File: config.mk
export PLATFORM = sky130hd
export DESIGN_NAME = stage3_fast_sched
export DESIGN_NICKNAME = d
export VERILOG_FILES = /design/src/rtl/stage3_fast_sched_pkg.sv /design/src/rtl/stage3_fast_dict_reg.sv /design/src/rtl/stage3_fast_sched.sv
export SDC_FILE = /design/constraint.sdc
export NUM_CORES = 1
export LEC_CHECK = 0
export CAP_MARGIN = 20
export CORE_MARGIN = 10
export CORE_UTILIZATION = 40
export CTS_BUF_LIST = sky130_fd_sc_hd__clkbuf_8
export CTS_CLUSTER_DIAMETER = 150
export DETAILED_ROUTE_END_ITERATION = 10
export GPL_TIMING_DRIVEN = 0
export PLACE_DENSITY = 0.76
export REMOVE_ABC_BUFFERS = 1
export SYNTH_ARGS = -nofsm -noshare
export SYNTH_HDL_FRONTEND = slang
export SYNTH_SLANG_ARGS = --single-unit
File: constraint.sdc
create_clock -name clk -period 3.8 [get_ports clk]
set_input_delay 0.38 -clock clk [delete_from_list [all_inputs] [get_ports clk]]
set_output_delay 0.38 -clock clk [all_outputs]
set_load 0.02 [all_outputs]
File: src/rtl/stage3_fast_sched_pkg.sv
// Shared definitions for the stage-3 FAST/NS sequencer: widths, length bounds,
// dictionary reset defaults, FSM encoding and slot-walking helpers.
package stage3_fast_sched_pkg;

  localparam int FAST_MESSAGE_BITS = 64;
  localparam int FAST_LENGTH_BITS  = 8;
  localparam int FIELD_PID1_BITS   = 8;
  localparam int FIELD_MC1_BITS    = 8;
  localparam int FIELD_MT1_BITS    = 8;

  localparam int NUM_SLOTS = 3;
  localparam int LEN_MIN   = 10;
  localparam int LEN_MAX   = 13;

  localparam int PID_RST_DEF = 0;
  localparam int MC_RST_DEF  = 0;
  localparam int MT_RST_DEF  = 0;

  typedef enum logic {
    ST_IDLE = 1'b0,
    ST_SEND = 1'b1
  } state_t;

  // Index of the lowest set mask bit at or above 'from' (0 if none).
  function automatic logic [1:0] next_set(input logic [2:0] mask, input logic [1:0] from);
    logic [1:0] r;
    r = 2'd0;
    for (int i = NUM_SLOTS - 1; i >= 0; i--) begin
      if (i >= int'(from) && mask[i]) r = 2'(i);
    end
    return r;
  endfunction

  function automatic logic has_higher(input logic [2:0] mask, input logic [1:0] ptr);
    logic [2:0] above;
    above = mask >> ptr;
    return |above[2:1];
  endfunction

endpackage

File: src/rtl/stage3_fast_dict_reg.sv
// PID1/MC1/MT1 dictionary registers. Two write sources: configuration load
// and the end-of-triple update; the update wins if both are ever raised.
module stage3_fast_dict_reg
  import stage3_fast_sched_pkg::*;
#(
  parameter int PID_W = FIELD_PID1_BITS,
  parameter int MC_W  = FIELD_MC1_BITS,
  parameter int MT_W  = FIELD_MT1_BITS,
  parameter logic [PID_W-1:0] PID_RST = PID_W'(PID_RST_DEF),
  parameter logic [MC_W-1:0]  MC_RST  = MC_W'(MC_RST_DEF),
  parameter logic [MT_W-1:0]  MT_RST  = MT_W'(MT_RST_DEF)
)(
  input  logic             clk,
  input  logic             rst_n,
  input  logic             cfg_we,
  input  logic [PID_W-1:0] cfg_pid,
  input  logic [MC_W-1:0]  cfg_mc,
  input  logic [MT_W-1:0]  cfg_mt,
  input  logic             upd_we,
  input  logic [PID_W-1:0] upd_pid,
  input  logic [MC_W-1:0]  upd_mc,
  input  logic [MT_W-1:0]  upd_mt,
  output logic [PID_W-1:0] field_pid,
  output logic [MC_W-1:0]  field_mc,
  output logic [MT_W-1:0]  field_mt
);

  logic [PID_W-1:0] pid_reg;
  logic [MC_W-1:0]  mc_reg;
  logic [MT_W-1:0]  mt_reg;

  always_ff @(posedge clk or negedge rst_n) begin
    if (!rst_n) begin
      pid_reg <= PID_RST;
      mc_reg  <= MC_RST;
      mt_reg  <= MT_RST;
    end else if (upd_we) begin
      pid_reg <= upd_pid;
      mc_reg  <= upd_mc;
      mt_reg  <= upd_mt;
    end else if (cfg_we) begin
      pid_reg <= cfg_pid;
      mc_reg  <= cfg_mc;
      mt_reg  <= cfg_mt;
    end
  end

  assign field_pid = pid_reg;
  assign field_mc  = mc_reg;
  assign field_mt  = mt_reg;

endmodule

File: src/rtl/stage3_fast_sched.sv
// Stage-3 FAST/NS sequencer: captures a triple of encoded messages and drains
// the populated slots one beat at a time, then updates the dictionary.
module stage3_fast_sched
  import stage3_fast_sched_pkg::*;
#(
  parameter int FAST_W = FAST_MESSAGE_BITS,
  parameter int LEN_W  = FAST_LENGTH_BITS,
  parameter int PID_W  = FIELD_PID1_BITS,
  parameter int MC_W   = FIELD_MC1_BITS,
  parameter int MT_W   = FIELD_MT1_BITS,
  parameter logic [PID_W-1:0] PID_RST = PID_W'(PID_RST_DEF),
  parameter logic [MC_W-1:0]  MC_RST  = MC_W'(MC_RST_DEF),
  parameter logic [MT_W-1:0]  MT_RST  = MT_W'(MT_RST_DEF)
)(
  input  logic              clk,
  input  logic              rst_n,
  input  logic              in_valid,
  output logic              in_ready,
  input  logic [2:0]        in_mask,
  input  logic [FAST_W-1:0] msg_fast_1,
  input  logic [FAST_W-1:0] msg_fast_2,
  input  logic [FAST_W-1:0] msg_fast_3,
  input  logic [LEN_W-1:0]  len_1,
  input  logic [LEN_W-1:0]  len_2,
  input  logic [LEN_W-1:0]  len_3,
  input  logic [PID_W-1:0]  pid_1,
  input  logic [PID_W-1:0]  pid_2,
  input  logic [PID_W-1:0]  pid_3,
  input  logic [MC_W-1:0]   mc_1,
  input  logic [MC_W-1:0]   mc_2,
  input  logic [MC_W-1:0]   mc_3,
  input  logic [MT_W-1:0]   mt_1,
  input  logic [MT_W-1:0]   mt_2,
  input  logic [MT_W-1:0]   mt_3,
  output logic              out_valid,
  input  logic              out_ready,
  output logic [FAST_W-1:0] out_msg,
  output logic [LEN_W-1:0]  out_len,
  output logic              out_last,
  output logic [PID_W-1:0]  field_PID1,
  output logic [MC_W-1:0]   field_MC1,
  output logic [MT_W-1:0]   field_MT1,
  input  logic              cfg_load,
  input  logic [PID_W-1:0]  cfg_pid,
  input  logic [MC_W-1:0]   cfg_mc,
  input  logic [MT_W-1:0]   cfg_mt,
  output logic              len_err,
  output logic              cfg_err,
  output logic [31:0]       msg_cnt
);

  localparam logic [LEN_W-1:0] LEN_LO = LEN_W'(LEN_MIN);
  localparam logic [LEN_W-1:0] LEN_HI = LEN_W'(LEN_MAX);

  state_t state_reg, state_next;
  logic [1:0]  ptr_reg;
  logic [2:0]  mask_reg;
  logic        len_err_reg, cfg_err_reg;
  logic [31:0] msg_cnt_reg;

  logic [FAST_W-1:0] msg_reg [NUM_SLOTS];
  logic [LEN_W-1:0]  len_reg [NUM_SLOTS];
  logic [PID_W-1:0]  pid_reg [NUM_SLOTS];
  logic [MC_W-1:0]   mc_reg  [NUM_SLOTS];
  logic [MT_W-1:0]   mt_reg  [NUM_SLOTS];

  logic [FAST_W-1:0] msg_in [NUM_SLOTS];
  logic [LEN_W-1:0]  len_in [NUM_SLOTS];
  logic [PID_W-1:0]  pid_in [NUM_SLOTS];
  logic [MC_W-1:0]   mc_in  [NUM_SLOTS];
  logic [MT_W-1:0]   mt_in  [NUM_SLOTS];

  logic in_fire, capture, beat_fire, send_done, cfg_we;

  assign msg_in[0] = msg_fast_1;
  assign msg_in[1] = msg_fast_2;
  assign msg_in[2] = msg_fast_3;
  assign len_in[0] = len_1;
  assign len_in[1] = len_2;
  assign len_in[2] = len_3;
  assign pid_in[0] = pid_1;
  assign pid_in[1] = pid_2;
  assign pid_in[2] = pid_3;
  assign mc_in[0]  = mc_1;
  assign mc_in[1]  = mc_2;
  assign mc_in[2]  = mc_3;
  assign mt_in[0]  = mt_1;
  assign mt_in[1]  = mt_2;
  assign mt_in[2]  = mt_3;

  always_comb begin
    state_next = state_reg;
    in_ready   = 1'b0;
    out_valid  = 1'b0;
    out_last   = 1'b0;
    case (state_reg)
      ST_IDLE: begin
        // A config load owns the cycle; the triple waits so it is encoded
        // against the freshly loaded dictionary.
        in_ready = !cfg_load;
        if (in_valid && !cfg_load && (in_mask != 3'b000)) state_next = ST_SEND;
      end
      ST_SEND: begin
        out_valid = 1'b1;
        out_last  = !has_higher(mask_reg, ptr_reg);
        if (out_ready && out_last) state_next = ST_IDLE;
      end
      default: state_next = ST_IDLE;
    endcase
  end

  always_ff @(posedge clk or negedge rst_n) begin
    if (!rst_n) state_reg <= ST_IDLE;
    else        state_reg <= state_next;
  end

  assign in_fire   = in_valid && in_ready;
  assign capture   = in_fire && (in_mask != 3'b000);
  assign beat_fire = out_valid && out_ready;
  assign send_done = beat_fire && out_last;
  assign cfg_we    = cfg_load && (state_reg == ST_IDLE);

  always_ff @(posedge clk or negedge rst_n) begin
    if (!rst_n) begin
      ptr_reg  <= 2'd0;
      mask_reg <= 3'b000;
    end else if (capture) begin
      mask_reg <= in_mask;
      ptr_reg  <= next_set(in_mask, 2'd0);
    end else if (beat_fire && !out_last) begin
      ptr_reg <= next_set(mask_reg, ptr_reg + 2'd1);
    end
  end

  for (genvar gi = 0; gi < NUM_SLOTS; gi++) begin : g_slot
    always_ff @(posedge clk or negedge rst_n) begin
      if (!rst_n) begin
        msg_reg[gi] <= '0;
        len_reg[gi] <= '0;
        pid_reg[gi] <= '0;
        mc_reg[gi]  <= '0;
        mt_reg[gi]  <= '0;
      end else if (capture) begin
        msg_reg[gi] <= msg_in[gi];
        len_reg[gi] <= len_in[gi];
        pid_reg[gi] <= pid_in[gi];
        mc_reg[gi]  <= mc_in[gi];
        mt_reg[gi]  <= mt_in[gi];
      end
    end
  end

  assign out_msg = out_valid ? msg_reg[ptr_reg] : '0;
  assign out_len = out_valid ? len_reg[ptr_reg] : '0;

  always_ff @(posedge clk or negedge rst_n) begin
    if (!rst_n) begin
      len_err_reg <= 1'b0;
      cfg_err_reg <= 1'b0;
      msg_cnt_reg <= 32'd0;
    end else begin
      if (beat_fire && ((out_len < LEN_LO) || (out_len > LEN_HI))) len_err_reg <= 1'b1;
      if (cfg_load && (state_reg != ST_IDLE)) cfg_err_reg <= 1'b1;
      if (beat_fire) msg_cnt_reg <= msg_cnt_reg + 32'd1;
    end
  end

  assign len_err = len_err_reg;
  assign cfg_err = cfg_err_reg;
  assign msg_cnt = msg_cnt_reg;

  stage3_fast_dict_reg #(
    .PID_W   (PID_W),
    .MC_W    (MC_W),
    .MT_W    (MT_W),
    .PID_RST (PID_RST),
    .MC_RST  (MC_RST),
    .MT_RST  (MT_RST)
  ) u_dict (
    .clk       (clk),
    .rst_n     (rst_n),
    .cfg_we    (cfg_we),
    .cfg_pid   (cfg_pid),
    .cfg_mc    (cfg_mc),
    .cfg_mt    (cfg_mt),
    .upd_we    (send_done),
    .upd_pid   (pid_reg[ptr_reg]),
    .upd_mc    (mc_reg[ptr_reg]),
    .upd_mt    (mt_reg[ptr_reg]),
    .field_pid (field_PID1),
    .field_mc  (field_MC1),
    .field_mt  (field_MT1)
  );

endmodule

=== Word level (Yosys, flattened, before mapping) ===
Cells that the tools add are included.

* Logic and storage cells: 94
* Bits of input ports: 320
* Flip-flop bits (word level): 352
* Output and inout bits: 133

* $add $sub $neg: 2
* Bitwise operators: 2
* Mux-type cells: 37
* Reduce and logical (&&, ||, !) cells: 22
* Order comparisons: 6
* Shift-type cells: 1

{| class="wikitable"
|+ Operators by type and width
! cell !! number
|-
| 64-bit 2-to-1 mux || 3
|-
| 64-bit binary-select mux with 2-bit select || 1
|-
| 8-bit 2-to-1 mux || 15
|-
| 8-bit binary-select mux with 2-bit select || 4
|-
| 32-bit by 1-bit adder with 32-bit output, second input constant || 1
|-
| 2-bit 2-to-1 mux || 8
|-
| 1-bit logical AND || 14
|-
| 8-bit by 4-bit > comparator with 1-bit output, second input constant || 1
|-
| 8-bit by 4-bit less-than comparator with 1-bit output, second input constant || 1
|-
| 1-bit 2-to-1 mux || 5
|-
| 1-bit by 2-bit greater-or-equal comparator with 1-bit output, first input constant || 2
|-
| 2-bit nonzero test || 2
|-
| 3-bit greater-or-equal comparator, second input constant || 1
|-
| 1-bit zero test || 3
|-
| 2-bit inverter with 3-bit output || 1
|-
| 3-bit nonzero test || 1
|-
| 3-bit by 2-bit right shift with 3-bit output || 1
|-
| 2-bit by 1-bit adder with 2-bit output, second input constant || 1
|-
| 2-bit greater-or-equal comparator, first input constant || 1
|-
| 1-bit case mux with 2 select lines || 1
|-
| 2-bit OR reduction || 1
|-
| 1-bit logical OR || 1
|-
| 1-bit inverter || 1
|}

=== Longest topological paths before layout ===
Gate-level depths: netlist (run 1).

* Word-level depth: 8
* Gate-level depth with buffers: 8
* Gate-level depth less buffers: 6

=== Cells and area by module ===
A second synthesis (run 1) with hierarchy kept.

* Cell total of the unflattened synthesis: 1283
* Area total of the unflattened synthesis: 17256.6 um^2

{| class="wikitable"
|+ By module, submodules not included
! module !! cells each !! area each (um^2) !! seq. area each (um^2) !! times used
|-
| stage3_fast_sched || 1179 || 16129.2 || 8207.9 || 1
|-
| stage3_fast_dict_reg || 104 || 1127.3 || 600.6 || 1
|}

=== Least setup slack after synthesis (run 1) ===
OpenSTA, ideal clock, no wires.

* Path type: reg2out
* From: reg ptr_reg[1]
* To: out out_len[0]
* Data required time: 3.420 ns
* Arrival time: 1.523 ns
* Path slack: 1.897 ns
* Stages on the path, launching flop included: 8
* Buffers on the path: 3
* Path through: dfrtp_1 -> buf_2 -> nor2b_1 -> buf_2 -> buf_2 -> nand2_1 -> o21ai_0 -> and2_1

* Cells in the longest elaborated chain, start to end: 5

{| class="wikitable"
|+ RTL lines
! element !! line !! text
|-
| start, declared || stage3_fast_sched.sv:56 || <nowiki>logic [1:0] ptr_reg;</nowiki>
|-
| start signal, assigned || stage3_fast_sched.sv:129 || <nowiki>ptr_reg <= next_set(in_mask, 2'd0);</nowiki>
|-
| start signal, assigned || stage3_fast_sched.sv:131 || <nowiki>ptr_reg <= next_set(mask_reg, ptr_reg + 2'd1);</nowiki>
|-
| 2-bit inverter with 3-bit output (not written as such) || stage3_fast_sched.sv:154 || <nowiki>assign out_len = out_valid ? len_reg[ptr_reg] : '0;</nowiki>
|-
| 8-bit binary-select mux with 2-bit select || stage3_fast_sched.sv:154 ||
|-
| 8-bit 2-to-1 mux (not written as such) (2 in series) || stage3_fast_sched.sv:154 ||
|-
| 8-bit 2-to-1 mux || stage3_fast_sched.sv:154 ||
|-
| end, declared || stage3_fast_sched.sv:38 || <nowiki>output logic [LEN_W-1:0] out_len,</nowiki>
|}

Every way passes these cells. The select of a mux whose other input is x is not followed.

=== Final worst setup path (run 1) ===
* From: reg ptr_reg[1]
* To: out out_msg[55]

* Cells in the longest elaborated chain, start to end: 5

{| class="wikitable"
|+ RTL lines
! element !! line !! text
|-
| 2-bit inverter with 3-bit output (not written as such) || stage3_fast_sched.sv:153 || <nowiki>assign out_msg = out_valid ? msg_reg[ptr_reg] : '0;</nowiki>
|-
| 64-bit binary-select mux with 2-bit select || stage3_fast_sched.sv:153 ||
|-
| 64-bit 2-to-1 mux (not written as such) (2 in series) || stage3_fast_sched.sv:153 ||
|-
| 64-bit 2-to-1 mux || stage3_fast_sched.sv:153 ||
|-
| end, declared || stage3_fast_sched.sv:37 || <nowiki>output logic [FAST_W-1:0] out_msg,</nowiki>
|}

Every way passes these cells. The select of a mux whose other input is x is not followed.

==> reports/qor.yml, run 1 <==
status: "completed"
dr.pass1.iters: 4
period_needed_ps: 3564
antenna_found_initial: 2
die_h_um: 228.5
max-vdd-ir-drop_mv: 0.4175
drv_slew: 0
clock_sinks: 352
syn2layout_area_growth_pct: 36.00
ctsLongestPathBuffers: 3
hp-class: "in -> reg"
grt_pass1_wl_um: 80860
grt_pass1_vias: 13300
p_total_w: 0.01828
drtAntennaViolNets: 0
final_nets: 2062
tns_ps: 0
min_to: "len_reg[10]$_DFFE_PN0P_"
yosysMostFrequentCell: "dfrtp_1"
placed_cells: 2254
p_int_w: 0.01182
hp-start: "len_2[2]"
rsz0062_at_grt: "false"
p_per_area_mw_per_mm2: 773.4
worstHoldPathCells: 2
fin_util: 0.5501
ctsHtreeMaxLevel: 2
clock_latency_ps: 650
yosysSeqAreaShare: 0.5067
track_usage: 0.1947
rr_worst_depth: 9
required_ps: 3420
overflow: 0
async_flop_share: 1.000
crit_type: "reg -> out"
clk_pin_slew_ps: 70
synth_cells: 1289
gp_congestion: 0.8350
yosys.area.top_type: "dfrtp_1"
grt_max_degree: 95
row_count: 76
hpwlAfterDp_um: 36600
pwr-share-seq: 0.367
clkPwrFrac: 0.183
r2r_slack_ps: 250
drt_iter0_drc: 624
max_slew_margin: 0.2507
cts_tree: "done"
portBuffers: 452
crit_fanout: 27
worst_pin_slew_ps: 1124
timing.fmax_ghz: 0.2806
ios: 453
cts_inserted_buffers: 60
drv_cap: 0
synthesis.area_mm2: 0.01738
cts_root_buf: "clkbuf_8"
power_switching_share: 0.3537
r2r_end: "msg_reg[87]$_DFFE_PN0P_"
worstSetupEndpointType: "output port"
die_area_mm2: 0.05220
syn_avg_cell_area_um2: 13.49
synth-seq-cells: 352
core_mm2: 0.04298
via_per_inst: 5.140
yosysWarnings: 0
synth_edf_count: 0
nFillCells: 3556
drt-wirelength-per-cell_um: 21.96
reg2reg_from: "state_reg$_DFF_PN0_"
power_frac_comb: 0.450
ys_types: 46
largest_register_ffs: 192
netlist_top_cells_count: "dfrtp_1, mux2_4, mux2i_1, mux2_2, nand2_1"
finalSetupViolCount: 0
leakage_nw: 10.01
synth_area_leaders: "dfrtp_1, mux2_4, mux2i_1"
wl_um: 51900
initial_utilization: 0.4045
fin_crit_sh: 0.9379
hold_violations: 0
stdcell_count: 2363
switching_power_w: 0.006467
dieWidth_um: 228.5
vias: 12150
arrival_ps: 3180
drc_errors: 0
drive_gt1_frac: 0.2319
synth_top_area_frac: 0.5067
skew_ps: 21.93
cp-start-kind: "flop"
synthFlopType: "dfrtp_1"
cell families after synthesis:
kind of cell    after synthesis  synth area share
fa+ha+maj                     3          0.002159
xor+xnor                     32           0.01612
flops                       352            0.5067
compound gates              185           0.06917
mux                         386            0.2863
simple gates                231           0.07025
buf+inv                     100           0.04930
final cells by class:
| cell class | instances | area, um^2 | share of cell area |
|---|---|---|---|
| inverter | 4 | 15.01 | 0.0006351 |
| sequential | 352 | 8820 | 0.3730 |
| clock buffer | 78 | 1074 | 0.04541 |
| tap | 585 | 732.0 | 0.03096 |
| multi-input combinational | 837 | 7754 | 0.3280 |
| timing repair buffer | 484 | 5150 | 0.2178 |
| clock inverter | 22 | 96.34 | 0.004075 |
| antenna | 1 | 2.502 | 0.0001058 |
layout by cell type (no fill, tap or decap), types with 2 or more instances in the layout:
cell type        count
clkinv_2             2
nand2_1             79
dfrtp_4              3
mux2_2              83
and3_1               5
o31ai_1             24
xnor2_1             27
o21ai_0             68
mux2_4             200
and2_1              72
mux2i_1             96
buf_12              17
ha_1                 3
nand4_1             12
nor2_1              30
a21o_1               2
buf_16               8
nor4_1               4
nor4_4               2
buf_8                2
a21oi_1             28
nand2b_1             2
and4_1               3
o2bb2ai_1            6
clkinvlp_4           3
xor2_1               5
dfrtp_1            349
clkdlybuf4s50_1    451
nand3_1             13
inv_1               21
clkbuf_8            78
nor2b_1              2
a2111oi_0           25
mux2_1               7
buf_4                4
o211ai_1            24
through the flow:
step,worst slack [ps],area (um^2),hold WS [ps]
3_5_place_dp,-57.36,22380,425.9
3_3_place_gp,-14490,21800,438.4
2_1_floorplan,-8745,16540,84.41
4_1_cts,5.653,23610,273.6
5_1_grt,47.79,23640,301.1
6_report,235.8,23640,337.6
power groups by stage:
stage,logic [W],clock network (W),registers (W)
final,0.00822,0.00335,0.00671
after global routing,0.00885,0.00361,0.00694
after CTS,0.00823,0.00346,0.00676
after detailed placement,0.00808,0,0.00681
after global placement,0.00781,0,0.00703
after floorplan,0.00542,0,0.00677
routing by layer:
metal	GRT usage	up-vias	wire (um)
li1	-	5500	-
met1	0.2413	6128	21500
met2	0.3206	419	25170
met3	0.05386	95	3615
met4	0.06707	4	1588
met5	0	-	23
what timing repair did:
item,CTS,global route
gates resized for setup,1,0
hold endpoints to repair,79,0
setup endpoints to repair,87,32
buffers inserted,3,3
hold buffers,1,0
pin swaps,0,0
critical path, cell delays in order (launching register included):
cell	delay, ps
dfrtp_4	690
buf_12	270
nor2b_4	180
buf_12	200
buf_12	210
nand2_1	80
o21ai_0	80
and2_1	160
clkdlybuf4s50_1	630
how the worst max path moves through the flow:
stage | startpoint | endpoint | slack [ps] | cells after the start
after global placement | ptr_reg[1]$_DFFE_PN0P_ | out_msg[14] | -14490 | 5
final | ptr_reg[1]$_DFFE_PN0P_ | out_msg[55] | 240 | 8
after detailed placement | state_reg$_DFF_PN0_ | msg_reg[86]$_DFFE_PN0P_ | -60 | 9
after CTS | ptr_reg[0]$_DFFE_PN0P_ | out_msg[55] | 6 | 8
after global routing | ptr_reg[1]$_DFFE_PN0P_ | out_msg[55] | 50 | 8
after floorplan | state_reg$_DFF_PN0_ | len_reg[10]$_DFFE_PN0P_ | -8740 | 3
Note: power is estimated with default switching activity, not from simulation.
==> run 2: changes to the inputs <==
--- a/config.mk
+++ b/config.mk
@@ -6,7 +6,7 @@
 export NUM_CORES = 1
 export LEC_CHECK = 0
 export CAP_MARGIN = 20
-export CORE_MARGIN = 10
+export CORE_MARGIN = 4
 export CORE_UTILIZATION = 40
 export CTS_BUF_LIST = sky130_fd_sc_hd__clkbuf_8
 export CTS_CLUSTER_DIAMETER = 150
==> run 2 against run 1 <==
First-iteration DRC count down 13%. Final cell count up 0.89%. Register-to-register slack better by 80 ps. Flip-flop and latch count unchanged. Via count up 0.95%. Clock skew up 8.9 ps. Setup slack worse by 69 ps. Design area up 0.79%.
==> reports/qor.yml, run 2 (synthesized netlist as in run 1, its figures left out) <==
syn2layout_area_growth_pct: 37.08
hpwlAfterDp_um: 33720  # -7.9%
post_cts_resize_count: 0  # -1
track_usage: 0.2074  # +0.01271
grt_max_degree: 121  # +27%
gp_congestion: 0.8262  # -1.1%
required_ps: 3420  # about the same
worstSetupEndpointType: "output port"
grt_pass1_vias: 13610  # +2.3%
initial_utilization: 0.4045  # unchanged
ctsHtreeMaxLevel: 3  # +1
max-vdd-ir-drop_mv: 0.4437  # +6.3%
drc_errors: 0  # unchanged
leakage_nw: 10.12  # +1.1%
max_slew_margin: 0.3151  # +0.06439
arrival_ps: 3250  # +70 ps
grt_busiest_layer: "met2"
crit_fanout: 44  # +63%
cpMaxStageDelayCell: "dfrtp_4"
multi_input_area_mm2: 0.007750  # about the same
finalSetupViolCount: 0  # unchanged
antenna_found_initial: 7  # +5
skew_ps: 30.84  # +8.906 ps
crit_type: "reg -> out"
via_per_inst: 5.143  # about the same
clock_sinks: 352  # unchanged
drt_iter0_drc: 546  # -13%
cts_inserted_buffers: 66  # +10%
cp-start-kind: "flop"
clock_latency_ps: 610  # -40 ps
drive_gt1_frac: 0.2352  # +0.003377
cts_root_buf: "clkbuf_8"
wl_um: 50170  # -3.3%
cp_cell_sequence: "buf_16 > nor2b_4 > buf_12 > buf_16 > o2bb2ai_1 > and2_1 > clkdlybuf4s50_1"
worst_pin_slew_ps: 1027  # -97.28 ps
core_mm2: 0.04298  # unchanged
final_common_cell: "clkdlybuf4s50_1"
use_met3: 0.07347  # +0.01961
grtUsageMet1: 0.2518  # +0.01051
status: "completed"
switching_power_w: 0.006592  # +1.9%
drv_cap: 0  # unchanged
row_count: 76  # unchanged
grt.met2_usage: 0.3418  # +0.02122
die_h_um: 216.5  # -5.3%
tns_ps: 0  # unchanged
p_total_w: 0.01867  # +2.1%
p_int_w: 0.01208  # +2.2%
clk_pin_slew_ps: 60  # about the same
ios: 453  # unchanged
hold_violations: 0  # unchanged
rsz0062_at_grt: "false"
largest_register_ffs: 192  # unchanged
period_needed_ps: 3634  # +69.35 ps
fin_crit_sh: 0.9562  # +0.01825
drv_slew: 0  # unchanged
holdWs_ps: 231.5  # -106.1 ps
p_per_area_mw_per_mm2: 783.4  # +1.3%
drtAntennaViolNets: 0  # unchanged
overflow: 0  # unchanged
hp-class: "in -> async"
dr.pass1.iters: 5  # +1
drt-wirelength-per-cell_um: 21.04  # -4.2%
dieWidth_um: 216.5  # -5.3%
portBuffers: 452  # unchanged
crit_path_frequent_cell: "buf_16"
final_nets: 2069  # +0.34%
clkPwrFrac: 0.196  # +0.013
power_switching_share: 0.3531  # -0.0006078
cpPeakStageDelay_ps: 660  # -30 ps
nFillCells: 3554  # -0.056%
grt_pass1_wl_um: 77290  # -4.4%
vias: 12260  # +0.95%
mostFrequentLayoutCells: "clkdlybuf4s50_1, dfrtp_1, mux2_4, mux2i_1"
cp.buffers_inverters: 4  # unchanged
ctsLongestPathBuffers: 3  # unchanged
cts_tree: "done"
critical_path.top_delay_family: "buffers and inverters"
timing.fmax_ghz: 0.2752  # -1.9%
post_dp_cell_area_mm2: 0.02242  # +0.21%
die_area_mm2: 0.04686  # -10%
power_frac_comb: 0.442  # -0.008
design_area_mm2: 0.02383  # +0.79%
ff_latch_area_mm2: 0.008820  # unchanged
pwr-share-seq: 0.362  # -0.005
[run 2: timing repair]
action                     4_1_cts  5_1_grt
hold endpoints to repair        28        0
cloned                           1        0
hold buffers                     1        0
setup buffers                    3        1
setup endpoints to repair       21        1
pin swaps                        1        0
[run 2: worst paths after layout]
kind	slack (ps)	startpoint	depth (start not counted)	endpoint
min in group clk	380	mt_1[1]	2	mt_reg[17]$_DFFE_PN0P_
setup / recovery	170	ptr_reg[1]$_DFFE_PN0P_	7	out_len[1]
hold reg to reg	450	cfg_err$_DFFE_PN0P_	1	cfg_err$_DFFE_PN0P_
setup reg to reg	330	state_reg$_DFF_PN0_	8	msg_reg[71]$_DFFE_PN0P_
hold / removal	230	rst_n	2	msg_reg[44]$_DFFE_PN0P_
max in group asynchronous	2250	rst_n	4	mc_reg[23]$_DFFE_PN0P_
[run 2: area by class of cell]
cell class,instances,area share
tap,585,0.03072
clock inverter,33,0.007088
inverter,4,0.0006301
timing repair buffer,484,0.2178
antenna,5,0.0005250
clock buffer,83,0.04794
sequential,352,0.3701
multi-input combinational,838,0.3252
[run 2: stage by stage]
step	setup WS [ps]	std cells	utilization
3_5_place_dp	318.4	2256	0.5217
6_report	166.5	2384	0.5544
4_1_cts	12.91	2377	0.5532
5_1_grt	24.09	2384	0.5544
3_3_place_gp	-13670	2230	0.5072
2_1_floorplan	-8745	1193	-
[run 2: layer usage]
metal	up-vias	part of all wire
li1	5535	-
met1	6148	0.41
met2	462	0.48
met3	112	0.080
met4	4	0.031
met5	-	0.00042
[run 2: worst register-to-register path, delay by kind of cell (launching register included)]
family / cells / cell delay (ps)
buffers and inverters: 5 / 1270
AND/OR/NAND/NOR: 1 / 290
multiplexers: 1 / 360
flip-flops: 1 / 670
AO/OA/AOI/OAI: 1 / 790
[run 2: power by group through the flow]
stage               registers [W]  logic (W)  clock network, W
floorplan                 0.00677    0.00542                 0
global placement          0.00704    0.00781                 0
detailed placement        0.00679    0.00809                 0
CTS                       0.00678    0.00821           0.00376
global route              0.00697    0.00884           0.00395
finish                    0.00675    0.00826           0.00366
==> run 3: changes to the inputs <==
--- a/config.mk
+++ b/config.mk
@@ -12,6 +12,7 @@
 export CTS_CLUSTER_DIAMETER = 150
 export DETAILED_ROUTE_END_ITERATION = 10
 export GPL_TIMING_DRIVEN = 0
+export HOLD_SLACK_MARGIN = 0.12
 export PLACE_DENSITY = 0.76
 export REMOVE_ABC_BUFFERS = 1
 export SYNTH_ARGS = -nofsm -noshare
==> results of run 3 <==
No change in the layout: final DEF, timing and power equal those of run 2.
